<file path="src/rtl/xrv32i_test_harness.sv">
// Self-test harness for xrv32i_soc: sequences the core reset, snapshots watched registers,
// runs a cycle watchdog and latches a sticky PASS/FAIL/TIMEOUT verdict shown on an LED.
module xrv32i_test_harness #(
    parameter int DATA_W     = 32,
    parameter int NUM_CH     = 3,
    parameter int DONE_CH    = 0,
    parameter int PASS_CH    = 1,
    parameter int PASS_VAL   = 1,
    parameter int RST_CYCLES = 4,
    parameter int TIMEOUT    = 30,
    parameter int BLINK_DIV  = 8
) (
    input  logic                     clk,
    input  logic                     rst,
    input  logic                     restart_i,
    input  logic [NUM_CH*DATA_W-1:0] watch_i,
    output logic                     core_rst_o,
    output logic [NUM_CH*DATA_W-1:0] snap_o,
    output logic [NUM_CH-1:0]        ch_upd_o,
    output logic [31:0]              cycles_o,
    output logic                     done_o,
    output logic                     pass_o,
    output logic [1:0]               status_o,
    output logic                     timeout_o,
    output logic                     led_o
);

    localparam int HOLD_W  = (RST_CYCLES > 1) ? $clog2(RST_CYCLES) : 1;
    localparam int BLINK_W = (BLINK_DIV > 1) ? $clog2(BLINK_DIV) : 1;
    localparam logic [HOLD_W-1:0]  HOLD_LAST  = HOLD_W'(RST_CYCLES - 1);
    localparam logic [BLINK_W-1:0] BLINK_LAST = BLINK_W'(BLINK_DIV - 1);
    localparam logic [31:0]        TMO_LAST   = (TIMEOUT == 0) ? 32'd0 : 32'(TIMEOUT - 1);

    typedef enum logic [2:0] {
        S_HOLD,
        S_RUN,
        S_PASS,
        S_FAIL,
        S_TMO
    } state_t;

    state_t               state, next_state;
    logic [HOLD_W-1:0]    hold_cnt;
    logic [BLINK_W-1:0]   blink_cnt;
    logic [NUM_CH-1:0]    diff;
    logic                 end_hit, pass_hit, tmo_hit;

    // End condition looks at the registered snapshot, never at watch_i directly.
    always_comb begin
        end_hit  = snap_o[DONE_CH*DATA_W +: DATA_W] != '0;
        pass_hit = snap_o[PASS_CH*DATA_W +: DATA_W] == DATA_W'(PASS_VAL);
        tmo_hit  = (TIMEOUT != 0) && (cycles_o == TMO_LAST);
        diff     = '0;
        for (int k = 0; k < NUM_CH; k++)
            diff[k] = watch_i[k*DATA_W +: DATA_W] != snap_o[k*DATA_W +: DATA_W];
    end

    always_ff @(posedge clk or negedge rst) begin
        if (!rst) state <= S_HOLD;
        else      state <= next_state;
    end

    always_comb begin
        // NOTE: default assignment first so every path drives next_state and no latch is inferred.
        next_state = state;
        if (restart_i) begin
            next_state = S_HOLD;
        end else begin
            case (state)
                S_HOLD: if (hold_cnt == HOLD_LAST) next_state = S_RUN;
                S_RUN: begin
                    if (end_hit)      next_state = pass_hit ? S_PASS : S_FAIL;
                    else if (tmo_hit) next_state = S_TMO;
                end
                default: ;
            endcase
        end
    end

    always_comb begin
        core_rst_o = 1'b1;
        done_o     = 1'b0;
        pass_o     = 1'b0;
        timeout_o  = 1'b0;
        status_o   = 2'd0;
        case (state)
            S_HOLD: core_rst_o = 1'b0;
            S_RUN:  status_o   = 2'd1;
            S_PASS: begin done_o = 1'b1; pass_o = 1'b1; status_o = 2'd2; end
            S_FAIL: begin done_o = 1'b1; status_o = 2'd3; end
            S_TMO:  begin done_o = 1'b1; timeout_o = 1'b1; status_o = 2'd3; end
            default: core_rst_o = 1'b0;
        endcase
    end

    always_ff @(posedge clk or negedge rst) begin
        if (!rst) begin
            hold_cnt <= '0;
            snap_o   <= '0;
            ch_upd_o <= '0;
            cycles_o <= '0;
        end else if (restart_i) begin
            hold_cnt <= '0;
            snap_o   <= '0;
            ch_upd_o <= '0;
            cycles_o <= '0;
        end else begin
            hold_cnt <= (state == S_HOLD && next_state == S_HOLD) ? hold_cnt + 1'b1 : '0;
            if (state == S_RUN) begin
                snap_o   <= watch_i;
                ch_upd_o <= diff;
                if (cycles_o != '1) cycles_o <= cycles_o + 32'd1;
            end else begin
                ch_upd_o <= '0;
            end
        end
    end

    // LED restarts its blink phase at 1 whenever a failing verdict is entered.
    always_ff @(posedge clk or negedge rst) begin
        if (!rst) begin
            led_o     <= 1'b0;
            blink_cnt <= '0;
        end else begin
            case (next_state)
                S_PASS: begin
                    led_o     <= 1'b1;
                    blink_cnt <= '0;
                end
                S_FAIL, S_TMO: begin
                    if (state != S_FAIL && state != S_TMO) begin
                        led_o     <= 1'b1;
                        blink_cnt <= '0;
                    end else if (blink_cnt == BLINK_LAST) begin
                        led_o     <= ~led_o;
                        blink_cnt <= '0;
                    end else begin
                        blink_cnt <= blink_cnt + 1'b1;
                    end
                end
                default: begin
                    led_o     <= 1'b0;
                    blink_cnt <= '0;
                end
            endcase
        end
    end

endmodule
</file>
<file path="config.mk">
export PLATFORM = sky130hd
export DESIGN_NAME = xrv32i_test_harness
export DESIGN_NICKNAME = d
export VERILOG_FILES = /design/src/rtl/xrv32i_test_harness.sv
export SDC_FILE = /design/constraint.sdc
export NUM_CORES = 1
export LEC_CHECK = 0
export BUFFER_PORTS_ARGS = -buffer_cell sky130_fd_sc_hd__buf_2
export CAP_MARGIN = 20
export CORE_ASPECT_RATIO = 0.75
export CORE_MARGIN = 2
export CORE_UTILIZATION = 52
export CTS_CLUSTER_SIZE = 10
export DETAILED_ROUTE_END_ITERATION = 6
export PLACE_DENSITY = 0.81
export SLEW_MARGIN = 20
export SYNTH_ARGS = -nofsm -noshare
export SYNTH_HDL_FRONTEND = slang
export SYNTH_SLANG_ARGS = --single-unit
</file>
<file path="constraint.sdc">
create_clock -name clk -period 2.91 [get_ports clk]
set_clock_uncertainty 0.1 [all_clocks]
set_input_delay 0.291 -clock clk [delete_from_list [all_inputs] [get_ports clk]]
set_output_delay 0.291 -clock clk [all_outputs]
set_load 0.05 [all_outputs]
</file>
Word level (Yosys, flattened, before mapping) --
Index checks and enable logic that the tools add are counted.
Word-level totals: register bits after elaboration 140
Cells by class: $add $sub $neg 3, reduce and logical (&&, ||, !) cells 12, equal/unequal tests 18, multiplexer cells 26, bitwise logic cells 1
Operators with widths (number):
- 96-bit two-way mux | 2
- 32-bit two-way mux | 3
- 32-bit != test | 3
- 32-bit by 1-bit adder with 32-bit output, second input constant | 1
- 32-bit by 1-bit == test with 1-bit output, second input constant | 1
- 32-bit by 5-bit == test with 1-bit output, second input constant | 1
- 32-bit != test, second input constant | 1
- 32-bit nonzero test | 1
- 3-bit two-way mux | 9
- 3-bit by 2-bit == test with 1-bit output, second input constant | 4
- 3-bit == test, second input constant | 3
- 1-bit two-way mux | 7
- 3-bit zero test | 2
- 3-bit != test, second input constant | 2
- 2-bit case mux with 3 select lines | 1
- 3-bit case mux with 2 select lines | 1
- 2-bit two-way mux | 2
- 2-bit nonzero test | 2
- 2-bit OR reduction | 2
- 4-bit OR reduction | 1
- 3-bit by 1-bit adder with 3-bit output, second input constant | 1
- 3-bit by 1-bit == test with 1-bit output, second input constant | 1
- 3-bit by 2-bit != test with 1-bit output, second input constant | 1
- 3-bit OR reduction | 1
- other kinds (6) | 7

Logic depth before layout (Yosys ltp) --
Gate-level depths: netlist of the first run.
depth in word-level cells 9, gate-level depth with buffers 9, mapped depth without buffers 8

Worst setup path after synthesis of the first run --
No wires, ideal clock.
path type flip-flop to flip-flop, from register cycles_o[7], to register cycles_o[31], setup time 0.078 ns, cell stages (with the launch flop) 7, arrival time 2.522 ns, slack 0.210 ns, required time 2.732 ns, path buffers 1, path through dfrtp_1 nand4_2 or4_4 or3_1 clkbuf_2 or4_1 a21oi_1
On the way: cells in the longest elaborated chain, start to end 4, elaborated cells on any way between the ends 7, those cells by class 1 x add/sub; 1 x eq/ne; 3 x mux; 2 x reduce/logical
RTL lines:
- from (decl) | RTL line 20 | output logic [31:0] cycles_o,
- from (signal assigned) | RTL line 112 | if (cycles_o != '1) cycles_o <= cycles_o + 32'd1;
- 32-bit by 1-bit adder with 32-bit output | RTL line 112
- 32-bit two-way mux | RTL line 112
- 32-bit two-way mux | RTL line 109 | if (state == S_RUN) begin
- 32-bit two-way mux | RTL line 102 | end else if (restart_i) begin
Several ways; a longest one is shown, not always the timed one. The select of a mux whose other input is x is not followed. A chain may end at the register's enable or synchronous reset.

Worst setup path in the final report of the first run --
from register cycles_o[2], to register cycles_o[22]
The elaborated chain is that of the path after synthesis.

==> results.yml, run 1 <==
place:
  hpwlAfterDp_mm: 14.2
  gpl.final_weighted_congestion: 0.861
  dpl_cell_area_sq_um: 8680
  buffer_ports.inserted: 236
power:
  max-vdd-ir-drop_uv: 395
  leakage_uw: 0.00423
  powerDensity_nw_per_um2: 676
sta:
  worst_pin_slew_ps: 819
  unrepaired_setup_endpoints_after_global_routing: "no"
  fmax_mhz: 400
  finalSetupViolCount: 0
  final_max_slew_violation_count: 0
  slew_headroom_pct: 45.4
  setup-tns-final_ps: 0
  layout_worst_path_cycle_share_pct: 85.9
  report.final.hold_viol_count: 0
  post-route-min-period_ps: 2500
setup_path:
  cp.required_ps: 3080
  worst_path_max_delay_cell: "nor4_1"
  critical_path.cell_chain: "nand4_1, nor4_1, nor3b_1, nor4b_1, xnor2_1, nor2_1"
  rr_endpoint: "cycles_o[22]$_DFFE_PN0P_"
  rr_startpoint: "cycles_o[2]$_DFFE_PN0P_"
  rr_worst_depth: 6
  arrival_ps: 2670
  crit_fanout: 7
  worstSetupPathType: "flip-flop to flip-flop"
  timing.critical_path.to_type: "flip-flop"
  critical_path.max_stage_delay_ps: 530
  setup.reg_to_reg.worst_slack_ps: 410
  critPathLaunchType: "flip-flop"
cells_and_area:
  antenna_diode_count: 0
  multi_input_area_sq_um: 3640
  fraction_of_final_layout_cells_sized_beyond_drive_strength_1_pct: 26.8
  nFillCells: 1176
  areaGrowthSynthToFinish_pct: 26.3
  fin_area_sq_um: 9300
  num-nets-final: 1160
  final_core_util_pct: 67.4
  seq_area_sq_um: 3500
grt:
  antenna_found_initial: 0
  number_of_global_route_vias_before_repair: 6556
  global_route.overflow_total: 0
  grt_usage_pct: 27.6
  grt_start_max_net_pins: 99
  grt_pass1_wl_mm: 33.1
hold_path:
  hold_path_startpoint: "watch_i[79]"
  path_class_of_the_lowest_slack_min_delay_path: "primary input to flip-flop"
  hold_end: "snap_o[79]$_DFFE_PN0P_"
  cell_depth_of_the_worst_hold_path: 3
synth:
  synth.ff_latch_count: 140
  syn-num-nets: 942
  synthCells: 838
  synth_top_cell_area_share_pct: 47.6
  synth.distinct_cells: 45
  yosys_warnings: 0
  synthTopCellsByArea: "dfrtp_1 48%, xnor2_1 13%, nand2_1 11%"
  number_of_enable_flip_flop_cells_after_synthesis: 0
  syn_area_sq_um: 7360
  ys_dominant_reg_cell: "dfrtp_1"
  yosys.area.top_type: "dfrtp_1"
  seq_area_frac_synth_pct: 47.6
  avgSynthCellArea_sq_um: 8.79
  synth-async-reset-ratio_pct: 100
drt:
  drt_wl_total_mm: 20.7
  vias_per_cell: 5.62
  met2WireLength_mm: 9.53
  drt_iter0_drc: 594
  ant_nets: 0
  route.layer.met1.wl_mm: 9.14
  vias: 6997
  topRoutingLayerUsed: "met4"
  firstDrtPassIters: 5
  drt_drc_violations_left: 0
  met3_wirelength_mm: 1.73
  wire_per_inst_um: 16.6
floorplan:
  floorplan.die.height_um: 107
  die_x_um: 141
  design.portCount: 237
  core-area_sq_um: 13800
  row_count: 37
  design.die.area_sq_um: 15100
  initial_core_util_pct: 53.4
clock_tree:
  clock_sinks: 140
  cts_buffers: 17
  holdBufCountCts: 1
  cts_max_path_bufs: 2
  postCtsSetupBuffers: 0
  cts_max_level: 4
  clk_pin_slew_worst_paths_ps: 60
  clock_tree_root_driver_cell: "clkbuf_16"
  count_of_cells_resized_by_post_cts_repair: 0
  clk-insertion-delay-late_ps: 420
  cts_tree: "built"
run_status:
  status: "complete, no violations"
job:
  max_cap_viol_count: 0
[synth_stat cells (3+ instances only)]
master	instances
nand2_1	211
dfrtp_1	140
xnor2_1	111
a21oi_1	110
nand4_1	41
nor2_1	41
clkbuf_1	38
nor4_1	35
nand3_1	16
nor3_1	11
or3_1	7
and2_1	6
inv_1	6
o21ai_0	6
xor2_1	6
a211oi_1	5
ha_1	5
nor4b_1	4
nor3b_1	3
o31ai_1	3
or4_1	3
[layout make-up]
cell class | count | share of cell area, %
Clock buffer | 17 | 4.57
Sequential cell | 140 | 37.7
Inverter | 6 | 0.242
Clock inverter | 15 | 2.02
Multi-Input combinational cell | 645 | 39.1
Timing Repair Buffer | 246 | 14.0
Tap cell | 175 | 2.35
[routing by layer]
layer / up-vias / GRT usage, %
li1: 3317 / -
met1: 3322 / 39.2
met2: 332 / 43.2
met3: 26 / 5.27
met4: 0 / 8.50
met5: - / 0
[report_power, final]
group / switching, uW / internal [uW] / total [uW]
Clock: 875 / 1360 / 2240
Sequential: 191 / 2110 / 2300
Combinational: 1240 / 512 / 1750
[worst max-delay path: cells and delay by family (launching register included)]
kind	cells	cell delay (ps)
XOR/XNOR	1	160
AND/OR/NAND/NOR	5	1610
flip-flops	1	470
[sequential cells by signal (all words and copies together), names as in the netlist]
| name | cells |
|---|---|
| cycles_o | 32 |
| led_o | 1 |
| hold_cnt | 2 |
| snap_o | 96 |
| state | 3 |
| blink_cnt | 3 |
| ch_upd_o | 3 |
[metrics by stage]
stage	instances	hold slack (ps)	worst slack, ps	power [uW]
3_3_place_gp	1211	234	500	4050
2_1_floorplan	838	-105	210	3540
4_1_cts	1244	5.90	417	6320
5_1_grt	1244	14.6	242	6570
6_report	1244	15.9	409	6290
3_5_place_dp	1211	237	425	4070
[worst max path at each step]
stage	startpoint	endpoint	depth (start not counted)
global placement	cycles_o[7]$_DFFE_PN0P_	cycles_o[25]$_DFFE_PN0P_	5
CTS	cycles_o[6]$_DFFE_PN0P_	cycles_o[31]$_DFFE_PN0P_	5
finish	cycles_o[2]$_DFFE_PN0P_	cycles_o[22]$_DFFE_PN0P_	6
global route	cycles_o[2]$_DFFE_PN0P_	cycles_o[22]$_DFFE_PN0P_	6
floorplan	cycles_o[7]$_DFFE_PN0P_	cycles_o[31]$_DFFE_PN0P_	6
detailed placement	cycles_o[6]$_DFFE_PN0P_	cycles_o[31]$_DFFE_PN0P_	5
[kinds of logic after synthesis]
logic type,synth area share (%)
AO/OA/AOI/OAI,9.50
XOR/XNOR,13.9
adder cells (fa/ha/maj),0.850
buffers and inverters,3.18
flip-flops,47.6
multiplexers,0.442
AND/OR/NAND/NOR,24.5
[cell usage in the layout (no fill, tap or decap), types with 2 or more instances in the layout]
master and instances:
or4_1 3, xor2_1 6, nor3_1 11, nor4_1 35, nor3b_1 3, nor4b_1 4, ha_1 5, inv_6 4
clkinvlp_4 3, nand4_1 41, and4_1 2, clkinv_4 4, xnor2_1 111, o21ai_0 6, nand2_1 210, or3_1 7
clkbuf_16 17, buf_12 3, nand2b_1 2, nor2_1 41, a211oi_1 5, buf_2 234, nand3_1 16, a21oi_1 110
mux2_2 2, buf_4 7, bufinv_16 3, and2_1 6, inv_1 6, o31ai_1 3, and3_1 2, dfrtp_1 140
Note: power is estimated with default switching activity, not from simulation.
==> run 2: changes to the inputs <==
Settings changed: CORE_UTILIZATION 52 to 41, PLACE_DENSITY 0.81 to 0.67.
==> results.yml, run 2 (synthesized netlist as in run 1, its figures left out) <==
run_status:
  status: "complete, no violations"
clock_tree:
  clk_pin_slew_worst_paths_ps: 60
  clk-insertion-delay-late_ps: 420
  cts_max_path_bufs: 2
  holdBufCountCts: 10
  cts_buffers: 17
  cts_tree: "built"
  postCtsSetupBuffers: 0
  count_of_cells_resized_by_post_cts_repair: 0
  cts_max_level: 4
  clock_tree_root_driver_cell: "clkbuf_16"
  clock_sinks: 140
cells_and_area:
  multi_input_area_sq_um: 3640
  layout.cells.most_common: "buf_2"
  seq_area_sq_um: 3500
  max_ffs_per_register: 96
  fraction_of_final_layout_cells_sized_beyond_drive_strength_1_pct: 26.9
  biggestRegsByFlops: "snap_o: 96 flops, cycles_o: 32 flops"
  nFillCells: 1647
  final_core_util_pct: 54.0
  antenna_diode_count: 0
  register_with_the_most_flip_flops: "snap_o"
  num-nets-final: 1174
  commonest_non_fill_non_tap_cells_in_the_layout: "234 x buf_2, 210 x nand2_1, 140 x dfrtp_1, 111 x xnor2_1, 110 x a21oi_1"
  areaGrowthSynthToFinish_pct: 29.1
setup_path:
  rr_endpoint: "cycles_o[31]$_DFFE_PN0P_"
  worst_path_max_delay_cell: "or4_4"
  worstSetupPathType: "flip-flop to flip-flop"
  timing.critical_path.to_type: "flip-flop"
  crit_fanout: 8
  critical_path.cell_chain: "nand4_2, or4_4, or3_1, or4_1, a21oi_1"
  critical_path.startpoint: "cycles_o[6]$_DFFE_PN0P_"
  critical_path.top_delay_family: "simple AND/OR/NAND/NOR gates"
  worstPathBufferInverterCount: 0
  rr_startpoint: "cycles_o[6]$_DFFE_PN0P_"
  cp.required_ps: 3150
  setup.reg_to_reg.worst_slack_ps: 430
  critical_path_cell_count: 5
  critPathLaunchType: "flip-flop"
  endpoint: "cycles_o[31]$_DFFE_PN0P_"
  critical_path.max_stage_delay_ps: 550
  rr_worst_depth: 5
  arrival_ps: 2720
power:
  swShare_pct: 36.8
  share_clk_of_total_power_pct: 36.1
  leakage_uw: 0.00429
  power.share.sequential_pct: 35.9
  power_switching_uw: 2340
  power.share.combinational_pct: 27.9
  internal_power_uw: 4030
  powerDensity_nw_per_um2: 670
  max-vdd-ir-drop_uv: 336
sta:
  final_max_slew_violation_count: 0
  fmax_mhz: 404
  worst_pin_slew_ps: 617
  layout_worst_path_cycle_share_pct: 85.1
  report.final.hold_viol_count: 0
  unrepaired_setup_endpoints_after_global_routing: "no"
  finalSetupViolCount: 0
  post-route-min-period_ps: 2480
  setup-tns-final_ps: 0
  slew_headroom_pct: 58.8
drt:
  vias: 6944
  vias_per_cell: 5.24
  drt_iter0_drc: 564
  drt_wl_total_mm: 21.6
  firstDrtPassIters: 6
  drt_drc_violations_left: 0
  ant_nets: 0
  wire_per_inst_um: 16.3
hold_path:
  hold_path_startpoint: "watch_i[15]"
  path_class_of_the_lowest_slack_min_delay_path: "primary input to flip-flop"
grt:
  number_of_global_route_vias_before_repair: 6495
  grt_usage_pct: 22.7
  grt_pass1_wl_mm: 34.6
  grt_start_max_net_pins: 93
  global_route.overflow_total: 0
  antenna_found_initial: 0
floorplan:
  core-area_sq_um: 17600
  row_count: 42
  design.portCount: 237
  initial_core_util_pct: 41.8
  design.die.area_sq_um: 19100
  die_x_um: 159
  floorplan.die.height_um: 120
place:
  hpwlAfterDp_mm: 15.2
  gpl.final_weighted_congestion: 0.893
  buffer_ports.inserted: 236
job:
  max_cap_viol_count: 0
==> run 2: stage by stage <==
step | cells | worst slack, ps | power [uW] | hold WS, ps | area (sq um)
floorplan | 838 | 210 | 3540 | -105 | 7360
global placement | 1283 | 491 | 4080 | 215 | 8790
detailed placement | 1283 | 443 | 4090 | 218 | 8790
CTS | 1325 | 430 | 6420 | 0.342 | 9500
global route | 1325 | 282 | 6660 | 8.81 | 9500
finish | 1325 | 435 | 6370 | 17.4 | 9500
==> run 2: layout make-up <==
class / instances / share of cell area (%)
Multi-Input combinational cell: 645 / 38.3
Sequential cell: 140 / 36.9
Clock buffer: 19 / 4.77
Inverter: 6 / 0.237
Timing Repair Buffer: 260 / 14.9
Clock inverter: 13 / 1.71
Tap cell: 242 / 3.19
==> run 2: metal layers <==
| metal | track usage, % | share of wire (%) | vias up |
|---|---|---|---|
| met4 | 6.02 | 0.78 | 0 |
| met3 | 4.98 | 6.8 | 14 |
| li1 | - | - | 3333 |
| met2 | 33.7 | 45 | 262 |
| met5 | 0 | 0 | - |
| met1 | 33.5 | 48 | 3335 |
==> run 2: worst min-delay path: cells and delay by family <==
family | cells | cell delay (ps)
buf+inv | 1 | 110
compound gates | 1 | 50
simple gates | 1 | 50
==> run 2: worst min-delay path by stage <==
stage	end	depth (start not counted)	slack [ps]
final	snap_o[15]$_DFFE_PN0P_	3	20
after global routing	snap_o[70]$_DFFE_PN0P_	3	9
after CTS	snap_o[15]$_DFFE_PN0P_	3	0.3
after detailed placement	ch_upd_o[0]$_DFF_PN0_	1	220
after global placement	ch_upd_o[0]$_DFF_PN0_	1	210
after floorplan	blink_cnt[0]$_DFF_PN0_	0	-100
==> run 2: power groups by stage <==
stage / Sequential [uW] / Clock, uW / Combinational, uW
floorplan: 2790 / 0 / 757
global placement: 2320 / 0 / 1760
detailed placement: 2320 / 0 / 1770
CTS: 2290 / 2340 / 1790
global route: 2320 / 2430 / 1920
finish: 2290 / 2300 / 1780
==> run 3: changes to the inputs <==
--- a/config.mk
+++ b/config.mk
@@ -13,4 +13,5 @@
 export CTS_CLUSTER_SIZE = 10
 export DETAILED_ROUTE_END_ITERATION = 6
+export MAX_ROUTING_LAYER = met4
 export PLACE_DENSITY = 0.67
 export SLEW_MARGIN = 20
--- a/constraint.sdc
+++ b/constraint.sdc
@@ -3,3 +3,3 @@
 set_input_delay 0.291 -clock clk [delete_from_list [all_inputs] [get_ports clk]]
 set_output_delay 0.291 -clock clk [all_outputs]
-set_load 0.05 [all_outputs]
+set_load 0.02 [all_outputs]
==> results.yml, run 3 (synthesized netlist as in run 1, its figures left out) <==
grt:
  grt_pass1_wl_mm: 34.4
  grt_usage_pct: 23.3
  antenna_found_initial: 0
  global_route.overflow_total: 0
  grt_start_max_net_pins: 103
  number_of_global_route_vias_before_repair: 6480
drt:
  vias: 6890
  firstDrtPassIters: 5
  drt_drc_violations_left: 0
  ant_nets: 0
  wire_per_inst_um: 16.2
  vias_per_cell: 5.22
  drt_wl_total_mm: 21.4
  drt_iter0_drc: 523
floorplan:
  floorplan.die.height_um: 120
  initial_core_util_pct: 41.8
  die_x_um: 159
  design.die.area_sq_um: 19100
  core-area_sq_um: 17600
  design.portCount: 237
  row_count: 42
cells_and_area:
  antenna_diode_count: 0
  fraction_of_final_layout_cells_sized_beyond_drive_strength_1_pct: 26.5
  num-nets-final: 1170
  layout.cells.most_common: "buf_2"
  areaGrowthSynthToFinish_pct: 28.5
  register_with_the_most_flip_flops: "snap_o"
  biggestRegsByFlops: "snap_o: 96 flops, cycles_o: 32 flops"
  commonest_non_fill_non_tap_cells_in_the_layout: "234 x buf_2, 210 x nand2_1, 140 x dfrtp_1, 111 x xnor2_1, 110 x a21oi_1"
  final_core_util_pct: 53.7
  max_ffs_per_register: 96
clock_tree:
  clk-insertion-delay-late_ps: 420
  cts_tree: "built"
  cts_max_path_bufs: 2
  cts_max_level: 4
  clock_tree_root_driver_cell: "clkbuf_16"
  clock_sinks: 140
  clk_pin_slew_worst_paths_ps: 60
  cts_buffers: 17
sta:
  unrepaired_setup_endpoints_after_global_routing: "no"
  finalSetupViolCount: 0
  fmax_mhz: 405
  final_max_slew_violation_count: 0
  setup-tns-final_ps: 0
  worst_pin_slew_ps: 641
  layout_worst_path_cycle_share_pct: 84.8
  fin_worst_hold_slack_ps: 23.9
  fin_ws_ps: 443
  slew_headroom_pct: 57.3
  post-route-min-period_ps: 2470
  report.final.hold_viol_count: 0
place:
  hpwlAfterDp_mm: 14.8
  buffer_ports.inserted: 236
  gpl.final_weighted_congestion: 0.877
  detailedPlace.worstSlack_ps: 437
setup_path:
  critical_path.max_stage_delay_ps: 560
  crit_fanout: 8
  critPathLaunchType: "flip-flop"
  critical_path.cell_chain: "nand4_2, or4_4, or3_1, or4_1, a21oi_1"
  timing.critical_path.to_type: "flip-flop"
  worstSetupPathType: "flip-flop to flip-flop"
  arrival_ps: 2700
  cp.required_ps: 3150
  worst_path_max_delay_cell: "or4_4"
  critical_path.top_delay_family: "simple AND/OR/NAND/NOR gates"
  worstPathBufferInverterCount: 0
run_status:
  status: "complete, no violations"
power:
  max-vdd-ir-drop_uv: 330
  powerDensity_nw_per_um2: 630
  leakage_uw: 0.00427
job:
  max_cap_viol_count: 0
hold_path:
  path_class_of_the_lowest_slack_min_delay_path: "primary input to flip-flop"
## run 3: cell count changes in the layout (fill, tap and decap cells not counted), sizes merged
cell         change
inv              -3
clkbuf           +1
clkinv           +1
bufinv           +1
dlygate4sd3      -2
buf              -2
## run 3: metal layers
metal / vias up / wire [um] / track usage, %
met5: - / 0 / -
met4: 0 / 237 / 6.71
met3: 16 / 1490 / 5.12
met2: 244 / 9420 / 33.2
met1: 3308 / 10300 / 33.3
li1: 3322 / - / -
## run 3: power by group
| group | switching, uW | internal, uW | total (uW) |
|---|---|---|---|
| clock | 838 | 1430 | 2270 |
| sequential | 186 | 2110 | 2290 |
| combinational | 884 | 513 | 1400 |
| total | 1910 | 4050 | 5960 |
## run 3: repair_timing
item | 4_1_cts | 5_1_grt
gates resized for setup | 0 | 0
setup buffers | 0 | 0
hold endpoints to repair | 64 | 0
hold buffers | 8 | 0
## run 3: path summary, 6_finish.rpt
kind | start | end | slack [ps] | cells after the start
min in group asynchronous | rst | ch_upd_o[0]$_DFF_PN0_ | 310 | 2
setup reg to reg | cycles_o[6]$_DFFE_PN0P_ | cycles_o[25]$_DFFE_PN0P_ | 440 | 5
max in group asynchronous | rst | snap_o[88]$_DFFE_PN0P_ | 1630 | 3
setup / recovery | cycles_o[6]$_DFFE_PN0P_ | cycles_o[25]$_DFFE_PN0P_ | 440 | 5
hold reg to reg | blink_cnt[0]$_DFF_PN0_ | blink_cnt[0]$_DFF_PN0_ | 340 | 1
hold / removal | watch_i[77] | snap_o[77]$_DFFE_PN0P_ | 20 | 3
## run 3: worst reg2reg max path, cell delays in order, from the launching register on
cell and delay (ps):
dfrtp_1 460, nand4_2 170, or4_4 560, or3_1 470, or4_1 490, a21oi_1 150
## run 3: cell type report
class / count / area (sq um)
fill: 1671 / 8140
multi-input combinational: 645 / 3640
clock buffer: 20 / 437
clock inverter: 12 / 171
sequential: 140 / 3500
timing repair buffer: 256 / 1390
tap: 242 / 303
inverter: 6 / 22.5
## run 3: per-stage QoR
stage / total power, uW / cells / cell area (sq um)
floorplan: 3180 / 838 / 7360
global placement: 3710 / 1281 / 8770
detailed placement: 3720 / 1281 / 8770
CTS: 6030 / 1321 / 9460
global route: 6270 / 1321 / 9460
finish: 5960 / 1321 / 9460
